File: config.mk
export PLATFORM = sky130hd
export DESIGN_NAME = simon_round_ctrl
export DESIGN_NICKNAME = d
export VERILOG_FILES = /design/src/rtl/simon_round_ctrl.sv
export SDC_FILE = /design/constraint.sdc
export NUM_CORES = 1
export LEC_CHECK = 0
export ABC_CLOCK_PERIOD_IN_PS = 3400
export BUFFER_PORTS_ARGS = -buffer_cell sky130_fd_sc_hd__buf_2
export CORE_ASPECT_RATIO = 1.4
export CORE_MARGIN = 8
export CORE_UTILIZATION = 45
export CTS_CLUSTER_DIAMETER = 200
export DETAILED_ROUTE_END_ITERATION = 8
export PLACE_DENSITY_LB_ADDON = 0.2
export SLEW_MARGIN = 0
export SYNTH_ARGS = -nofsm -noshare
export SYNTH_HDL_FRONTEND = slang
export SYNTH_SLANG_ARGS = --single-unit
File: constraint.sdc
create_clock -name clock -period 3.4 [get_ports clock]
set_clock_uncertainty 0.15 [all_clocks]
set_input_delay 0.17 -clock clock [delete_from_list [all_inputs] [get_ports clock]]
set_output_delay 0.17 -clock clock [all_outputs]
set_load 0.05 [all_outputs]
File: src/rtl/simon_round_ctrl.sv
// simon_round_ctrl
//   Round sequencer for the Simon Says game. Each round it adds one random
//   arrow to the stored sequence and plays the whole sequence back on the
//   arrow display. It then checks the player's presses against the sequence.
//
//   Optional feature macro: SIMON_TIMEOUT_EN
//     When defined, the player loses if WAIT_IN sees no press for
//     INPUT_TIMEOUT cycles. When undefined, WAIT_IN waits indefinitely and
//     no timeout logic is built.
//
//   Ports
//     clock        in   system clock, all state updates on posedge
//     resetn       in   asynchronous active-low reset
//     start        in   level, begins a new game from IDLE/WIN/LOSE
//     dir_in[2:0]  in   registered direction code from the arrow selector
//     show_arrow   out  arrow to render, 3'b111 when blank
//     show_active  out  high during playback
//     level[4:0]   out  current sequence length
//     win          out  high while in WIN
//     lose         out  high while in LOSE
//
//   Arrow codes: 000 LEFT, 001 DOWN, 010 UP, 011 RIGHT, 1xx NOTHING.

module simon_round_ctrl #(
    parameter int         MAX_LEN     = 16,
    parameter int         SHOW_CYCLES = 25000000,
    parameter int         GAP_CYCLES  = 12500000,
    parameter logic [7:0] LFSR_SEED   = 8'hA5
`ifdef SIMON_TIMEOUT_EN
    ,
    parameter int         INPUT_TIMEOUT = 100000000
`endif
) (
    input  logic       clock,
    input  logic       resetn,
    input  logic       start,
    input  logic [2:0] dir_in,
    output logic [2:0] show_arrow,
    output logic       show_active,
    output logic [4:0] level,
    output logic       win,
    output logic       lose
);

    // state      | meaning
    // -----------+------------------------------------------------------
    // S_IDLE     | after reset, waiting for start
    // S_GROW     | append one random arrow, level += 1 (one cycle)
    // S_SHOW_ON  | arrow seq[idx] displayed for SHOW_CYCLES
    // S_SHOW_OFF | blank gap for GAP_CYCLES, then next arrow or WAIT_IN
    // S_WAIT_IN  | echo the selector, wait for a press to compare
    // S_MATCH    | press matched seq[idx] (one cycle)
    // S_WIN      | full MAX_LEN sequence repeated, waiting for start
    // S_LOSE     | wrong press (or timeout), waiting for start

    localparam int IW = (MAX_LEN > 1) ? $clog2(MAX_LEN) : 1;
`ifdef SIMON_TIMEOUT_EN
    // The default timeout does not fit in 25 bits.
    localparam int TW = 27;
`else
    localparam int TW = 25;
`endif

    localparam logic [TW-1:0] SHOW_LAST = TW'(SHOW_CYCLES - 1);
    localparam logic [TW-1:0] GAP_LAST  = TW'(GAP_CYCLES - 1);
`ifdef SIMON_TIMEOUT_EN
    localparam logic [TW-1:0] TO_LAST   = TW'(INPUT_TIMEOUT - 1);
`endif
    localparam logic [4:0]    LEN_MAX   = 5'(MAX_LEN);
    localparam logic [2:0]    BLANK     = 3'b111;

    typedef enum logic [2:0] {
        S_IDLE,
        S_GROW,
        S_SHOW_ON,
        S_SHOW_OFF,
        S_WAIT_IN,
        S_MATCH,
        S_WIN,
        S_LOSE
    } state_t;

    state_t          state_q;
    logic [7:0]      lfsr_q;
    logic [7:0]      lfsr_d;
    logic [IW-1:0]   idx_q;
    logic [IW-1:0]   idx_inc;
    logic [TW-1:0]   timer_q;
    logic [4:0]      level_q;
    logic [2:0]      show_arrow_q;
    logic            show_active_q;
    logic            win_q;
    logic            lose_q;
    logic            prev_valid_q;
    logic [1:0]      seq_q [MAX_LEN];

    logic            dir_valid;
    logic            press;
    logic            last_step;
    logic [2:0]      echo;
    logic [1:0]      first_arrow;

    // Fibonacci LFSR, taps 8,6,5,4.
    assign lfsr_d    = {lfsr_q[6:0], lfsr_q[7] ^ lfsr_q[5] ^ lfsr_q[4] ^ lfsr_q[3]};

    assign dir_valid = ~dir_in[2];
    // Rising edge of "some arrow is selected"; valid-to-valid changes are not presses.
    assign press     = dir_valid & ~prev_valid_q;
    assign echo      = dir_valid ? dir_in : BLANK;
    assign idx_inc   = idx_q + 1'b1;
    assign last_step = (5'(idx_q) == (level_q - 5'd1));
    // In the first round seq[0] is being written by GROW itself, so bypass the array.
    assign first_arrow = (level_q == 5'd0) ? lfsr_q[1:0] : seq_q[0];

    // Sequence store has no reset; entries beyond level are never read.
    always_ff @(posedge clock) begin
        if (state_q == S_GROW) begin
            seq_q[level_q[IW-1:0]] <= lfsr_q[1:0];
        end
    end

    always_ff @(posedge clock or negedge resetn) begin
        if (!resetn) begin
            state_q       <= S_IDLE;
            lfsr_q        <= LFSR_SEED;
            idx_q         <= '0;
            timer_q       <= '0;
            level_q       <= '0;
            show_arrow_q  <= BLANK;
            show_active_q <= 1'b0;
            win_q         <= 1'b0;
            lose_q        <= 1'b0;
            prev_valid_q  <= 1'b0;
        end else begin
            lfsr_q       <= lfsr_d;
            prev_valid_q <= dir_valid;

            case (state_q)
                S_IDLE: begin
                    if (start) begin
                        state_q <= S_GROW;
                        timer_q <= '0;
                    end
                end

                S_GROW: begin
                    level_q       <= level_q + 5'd1;
                    idx_q         <= '0;
                    timer_q       <= '0;
                    state_q       <= S_SHOW_ON;
                    show_arrow_q  <= {1'b0, first_arrow};
                    show_active_q <= 1'b1;
                end

                S_SHOW_ON: begin
                    if (timer_q == SHOW_LAST) begin
                        timer_q      <= '0;
                        state_q      <= S_SHOW_OFF;
                        show_arrow_q <= BLANK;
                    end else begin
                        timer_q <= timer_q + 1'b1;
                    end
                end

                S_SHOW_OFF: begin
                    if (timer_q == GAP_LAST) begin
                        timer_q <= '0;
                        if (last_step) begin
                            idx_q         <= '0;
                            state_q       <= S_WAIT_IN;
                            show_active_q <= 1'b0;
                            show_arrow_q  <= echo;
                        end else begin
                            idx_q        <= idx_inc;
                            state_q      <= S_SHOW_ON;
                            show_arrow_q <= {1'b0, seq_q[idx_inc]};
                        end
                    end else begin
                        timer_q <= timer_q + 1'b1;
                    end
                end

                S_WAIT_IN: begin
                    show_arrow_q <= echo;
                    if (press) begin
                        timer_q <= '0;
                        if (dir_in[1:0] == seq_q[idx_q]) begin
                            state_q <= S_MATCH;
                        end else begin
                            state_q      <= S_LOSE;
                            lose_q       <= 1'b1;
                            show_arrow_q <= BLANK;
                        end
                    end
`ifdef SIMON_TIMEOUT_EN
                    else if (timer_q == TO_LAST) begin
                        timer_q      <= '0;
                        state_q      <= S_LOSE;
                        lose_q       <= 1'b1;
                        show_arrow_q <= BLANK;
                    end else begin
                        timer_q <= timer_q + 1'b1;
                    end
`endif
                end

                S_MATCH: begin
                    timer_q <= '0;
                    if (last_step) begin
                        show_arrow_q <= BLANK;
                        if (level_q == LEN_MAX) begin
                            state_q <= S_WIN;
                            win_q   <= 1'b1;
                        end else begin
                            state_q <= S_GROW;
                        end
                    end else begin
                        idx_q        <= idx_inc;
                        state_q      <= S_WAIT_IN;
                        show_arrow_q <= echo;
                    end
                end

                S_WIN, S_LOSE: begin
                    if (start) begin
                        level_q <= '0;
                        win_q   <= 1'b0;
                        lose_q  <= 1'b0;
                        timer_q <= '0;
                        state_q <= S_GROW;
                    end
                end

                default: begin
                    state_q <= S_IDLE;
                end
            endcase
        end
    end

    assign show_arrow  = show_arrow_q;
    assign show_active = show_active_q;
    assign level       = level_q;
    assign win         = win_q;
    assign lose        = lose_q;

endmodule

Yosys cells after proc, flatten, opt, wreduce, memory -nomap -nowiden
Memory sizes are Yosys's and may differ from the RTL's.
Index checks and enable logic that the tools add are counted.
- memory bits (writable): 32
- word-level logic and storage cells: 103
- memories: 1
- bits of input ports: 6
- latch bits: 0
- memory bits (read-only): 0
- output and inout port bits: 11
- bits in registers: 52
- memory list (name ; words ; width ; rd ports ; clocked after memory_dff ; wr ports ; RTL line ; RTL):
    seq_q ; 16 ; 2 ; 3 ; 0 ; 1 ; 95 ; logic [1:0] seq_q [MAX_LEN];
- divide/modulo/power cells: 0
- reductions and logical operators: 19
- shifts and indexed selects: 0
- bitwise operators: 6
- magnitude comparators: 0
- mux-type cells: 41
- multipliers: 0
- equality and inequality tests: 22
- $add $sub $neg: 4
- operator list (cell ; count):
    25-bit case mux with 5 select lines ; 1
    25-bit 2-to-1 mux ; 4
    3-bit 2-to-1 mux ; 14
    25-bit by 1-bit adder with 25-bit output, second input constant ; 1
    25-bit by 24-bit equality test with 1-bit output, second input constant ; 1
    25-bit equality test, second input constant ; 1
    2-bit inequality test, second input constant ; 9
    3-bit case mux with 6 select lines ; 1
    3-bit case mux with 5 select lines ; 1
    3-bit equality test, second input constant ; 4
    4-bit 2-to-1 mux ; 3
    4-bit case mux with 3 select lines ; 1
    4-bit AND reduction ; 3
    5-bit case mux with 2 select lines ; 1
    1-bit 2-to-1 mux ; 9
    3-bit AND reduction ; 3
    2-bit nonzero test ; 4
    3-bit by 2-bit equality test with 1-bit output, second input constant ; 2
    1-bit case mux with 2 select lines ; 3
    5-bit by 1-bit adder with 5-bit output, second input constant ; 1
    4-bit by 5-bit equality test with 1-bit output ; 1
    5-bit equality test, second input constant ; 1
    5-bit logical NOT ; 1
    5-bit 2-to-1 mux ; 1
    15 further kinds ; 21

Depth between registers and ports, before layout
- depth in word-level cells: 5
- mapped depth: 9
- depth with buffers taken out: 8

Worst setup path after synthesis
OpenSTA, ideal clock, no wires.
- kind: reg2reg
- from: register level_q[0] (netlist: level[0])
- to: register idx_q[3]
- setup slack: 624 ps
- library setup time: 125 ps
- data required time: 3125 ps
- stages on the path, launching flop included: 10
- clock period less this slack: 2776 ps
- data arrival time: 2501 ps
- path buffers: 1
- cell sequence: dfrtp_1 > inv_1 > ha_1 > or2_1 > a211oi_2 > o211a_1 > buf_4 > o22ai_2 > and2_4 > mux2_2
- word-level cells in the longest chain between the ends: 5
- elaborated cells on any way between the ends: 7
- classes of those cells: add/sub (1); eq/ne (2); mux (3); reduce/logical (1)
- ends and longest elaborated chain (item ; RTL line ; RTL):
    start, declared ; 89 ; logic [4:0] level_q;
    start signal, assigned ; 147 ; level_q <= level_q + 5'd1;
    5-bit by 1-bit subtractor with 5-bit output * ; 111 ; assign last_step = (5'(idx_q) == (level_q - 5'd1));
    4-bit by 5-bit equality test with 1-bit output * ; 111 ;
    4-bit 2-to-1 mux ; 168 ; if (last_step) begin
    4-bit 2-to-1 mux ; 166 ; if (timer_q == GAP_LAST) begin
    4-bit case mux with 3 select lines ; 138 ; case (state_q)
    end signal, assigned ; 174 ; idx_q <= idx_inc;
    end signal, assigned ; 218 ; idx_q <= idx_inc;
    end, declared ; 86 ; logic [IW-1:0] idx_q;
Every way passes the cells marked *; elsewhere a longest branch is shown, timed or not. The select of a mux whose other input is x is not followed.
A chain may end at the register's enable or synchronous reset.

Worst setup path after layout
Ends and elaborated chain as after synthesis.

==> metrics.md <==
| Metric | Value |
|---|---|
| Status | `completed` |
| Crit path required time | `3.48 ns` |
| Total power per unit cell area | `452 mW/mm^2` |
| Clock tree from TritonCTS | `done` |
| Final Core Density | `0.508` |
| Post-synthesis sequential area ratio | `0.484` |
| Origin of the critical flop-to-flop path | `level[0]$_DFFE_PN0P_` |
| Standard cell area after detailed placement | `0.00490 sq mm` |
| Number of max-capacitance violations reported | `0` |
| Root Buffer Master | `clkbuf_16` |
| Synthesis warning total | `0` |
| Filler Cell Count | `934` |
| Final non-filler cell area | `0.00523 sq mm` |
| Number of buffers created by CTS | `9` |
| Worst slew margin | `0.379` |
| Gate count after technology mapping | `416` |
| Syn Area/Cell | `11.3 sq um` |
| Total negative slack | `0 ns` |
| Critical Path Start | `level[0]$_DFFE_PN0P_` |
| Data arrival, critical path | `2.88 ns` |
| Number of enable flip-flop cells after synthesis | `32` |
| Antenna violations before repair | `0` |
| Peak supply drop | `0.266 mV` |
| Clock period minus worst slack | `2.80 ns` |
| Worst-path clk slew | `0.06 ns` |
| Total global routing overflow | `0` |
| Vias after detailed routing | `3401` |
| Library cell with the largest summed area after synthesis | `dfrtp_1` |
| Syn Nets | `431` |
| Placed wire-length estimate | `8150 microns` |
| Overall track demand over capacity in global routing | `0.169` |
| Max Freq | `357 MHz` |
| Crit-path max cell delay | `0.49 ns` |
| Routed vias/inst | `5.88` |
| Classification of the worst setup path | `reg2reg` |
| Ratio of cells with drive above 1 in the final layout | `0.180` |
| Floorplan core area | `0.0103 sq mm` |
| Post-CTS setup buffers | `0` |
| Die extent in y | `137 microns` |
| Initial DRT Pass Iterations | `5` |
| Overall power consumption | `2360 uW` |
| Ports | `17` |
| Number of sinks on the clock net | `84` |
| Area contributors post-synth | `dfrtp_1, edfxtp_1, mux4_2` |
| Hold path startpoint | `start` |
| Insertion delay to the later sink of the worst-skew pair | `0.34 ns` |
| Share of Yosys cell area claimed by the top area cell type | `0.240` |
| Global-route wire length before repair | `18000 microns` |
| Post-synth top flop | `dfrtp_1` |
| Number of resized instances in the post-cts repair step | `0` |
| Number of buffers inserted by port buffering | `16` |
| Final Hold Vio Count | `0` |
| Standard cell with the maximum stage delay on the critical path | `dfrtp_1` |
| Cell-by-cell trace of the critical path | `inv_1, ha_1, xnor2_1, o32ai_1, o211a_1, o22ai_2, and2_4, mux2_2` |
| Depth of the CTS H-tree | `3` |
| Largest fanout on the critical path | `10` |
| Leakage power | `0.00193 uW` |
| Post-CTS Hold Fix Bufs | `2` |
| Post-synthesis instance area | `0.00469 sq mm` |
| Class of the tightest hold or removal check | `in2reg` |
| Antenna diode count | `0` |
| Detailed router's first-iteration violation count | `199` |
| Initial Utilization | `0.456` |
| Die W | `102 microns` |
| Row count | `44` |
| Count of antenna-violating nets left after detailed routing | `0` |
| Share of the clock period used by the worst path after layout | `0.824` |
| Residual DRC count | `0` |
| Worst hold margin | `0.0312 ns` |
| Top delay family on crit path | `compound AO/OA/AOI/OAI gates` |
| Overall die area | `0.0140 sq mm` |
| Synthesis-to-finish area growth | `11.4%` |
| Slew Limit Fails | `0` |
| Detailed Route WL | `10800 microns` |
| Unrepaired setup endpoints after global routing | `no` |
| Pin count of the biggest net entering global routing | `29` |
| Vias in the first global route | `3410` |
| Placer congestion estimate | `0.878` |
| WP buf/inv | `1` |
| Final setup violation count | `0` |
| Worst-Margin Slew | `0.923 ns` |
| Crit path capture type | `register` |
| Async set or reset register ratio after synthesis | `0.619` |
| Flip-flop and latch count after synthesis | `84` |
| Worst-case clock buffer depth | `2` |
| Number of distinct library cell variants in the gate-level netlist after synthesis | `65` |
| Wire length per cell | `18.7 microns` |
| Total Nets Final | `450` |
| Type of element launching the critical path | `register` |
-- state kept, by name (all words and copies together) (netlist names) --
register,flops
show_arrow,3
lose,1
show_active,1
win,1
seq_q,32
level,5
idx_q,4
lfsr_q,8
prev_valid_q,1
timer_q,25
state_q,3
-- metrics by stage --
| step | std cells | setup slack (ns) |
|---|---|---|
| final | 578 | 0.599 |
| after global routing | 578 | 0.440 |
| after CTS | 578 | 0.595 |
| after detailed placement | 560 | 0.603 |
| after global placement | 560 | 0.648 |
| after floorplan | 416 | 0.624 |
-- worst reg2reg max path, delay by kind of cell (launching register included) --
kind                     cells  cell delay, ns
AO/OA/AOI/OAI                3            1.05
XOR/XNOR                     1            0.14
adder cells (fa/ha/maj)      1            0.27
buffers and inverters        1            0.14
flip-flops                   1            0.49
multiplexers                 1            0.26
AND/OR/NAND/NOR              1            0.21
-- cell usage after synthesis (all sizes together), types with 3 or more instances --
| library cell | n |
|---|---|
| a21oi | 16 |
| nor4 | 5 |
| xnor2 | 13 |
| dfstp | 7 |
| a31oi | 4 |
| a22oi | 4 |
| mux2i | 9 |
| edfxtp | 32 |
| clkbuf | 4 |
| o31ai | 6 |
| o22ai | 3 |
| nand2b | 4 |
| nor2b | 4 |
| and2 | 5 |
| mux4 | 18 |
| nor2 | 50 |
| or3 | 3 |
| a211oi | 4 |
| a21o | 6 |
| buf | 15 |
| and4 | 5 |
| o21ai | 12 |
| and3 | 6 |
| inv | 12 |
| ha | 9 |
| nor3 | 4 |
| dfrtp | 45 |
| nand3 | 23 |
| xor2 | 14 |
| nand2 | 25 |
| nor3b | 3 |
| nand4 | 14 |
-- layout make-up --
type	instances	area [sq um]	share of cell area
clock buffers	10	250	0.0479
well taps	138	173	0.0330
repair buffers	27	168	0.0321
multi-input cells	300	2260	0.433
inverters	13	48.8	0.00934
clock inverters	6	51.3	0.00982
flip-flops and latches	84	2270	0.435
-- report_power, final --
part / total (uW) / internal [uW] / switching, uW
registers: 1160 / 1100 / 59.8
clock network: 973 / 550 / 423
logic: 234 / 94.5 / 140
total: 2360 / 1740 / 622
-- metal layers --
metal,GRT usage,part of all wire,up-vias
met1,0.189,0.39,1700
met5,0,0,-
met4,0.0893,0.025,0
li1,-,-,1606
met2,0.294,0.55,73
met3,0.0326,0.032,22
-- final timing paths --
kind	to	cells past startpoint	slack, ns
setup / recovery	idx_q[3]$_DFFE_PN0P_	8	0.60
hold / removal	win$_DFFE_PN0P_	3	0.03
setup reg to reg	idx_q[3]$_DFFE_PN0P_	8	0.60
hold reg to reg	lfsr_q[7]$_DFF_PN1_	0	0.21
max in group asynchronous	lfsr_q[7]$_DFF_PN1_	3	2.04
min in group asynchronous	timer_q[18]$_DFFE_PN0P_	2	0.23
-- kinds of logic after synthesis --
kind of cell / after synthesis / synth area share
fa+ha+maj: 9 / 0.0240
mux: 28 / 0.108
compound gates: 77 / 0.124
flops: 84 / 0.484
simple gates: 159 / 0.176
buf+inv: 32 / 0.0333
xor+xnor: 27 / 0.0504
-- placed cells by master (no fill, tap or decap), types with 6 or more instances in the layout --
cell and n:
a21o_1 6, a21oi_1 16, and3_1 6, buf_2 16, buf_4 9, clkbuf_16 10, dfrtp_1 45, dfstp_2 7
edfxtp_1 32, ha_1 9, inv_1 12, mux2i_1 9, mux4_2 18, nand2_1 25, nand3_1 22, nand4_1 13
nor2_1 50, o21ai_0 12, xnor2_1 13, xor2_1 14
No activity file was read; power rests on OpenSTA's default activity.
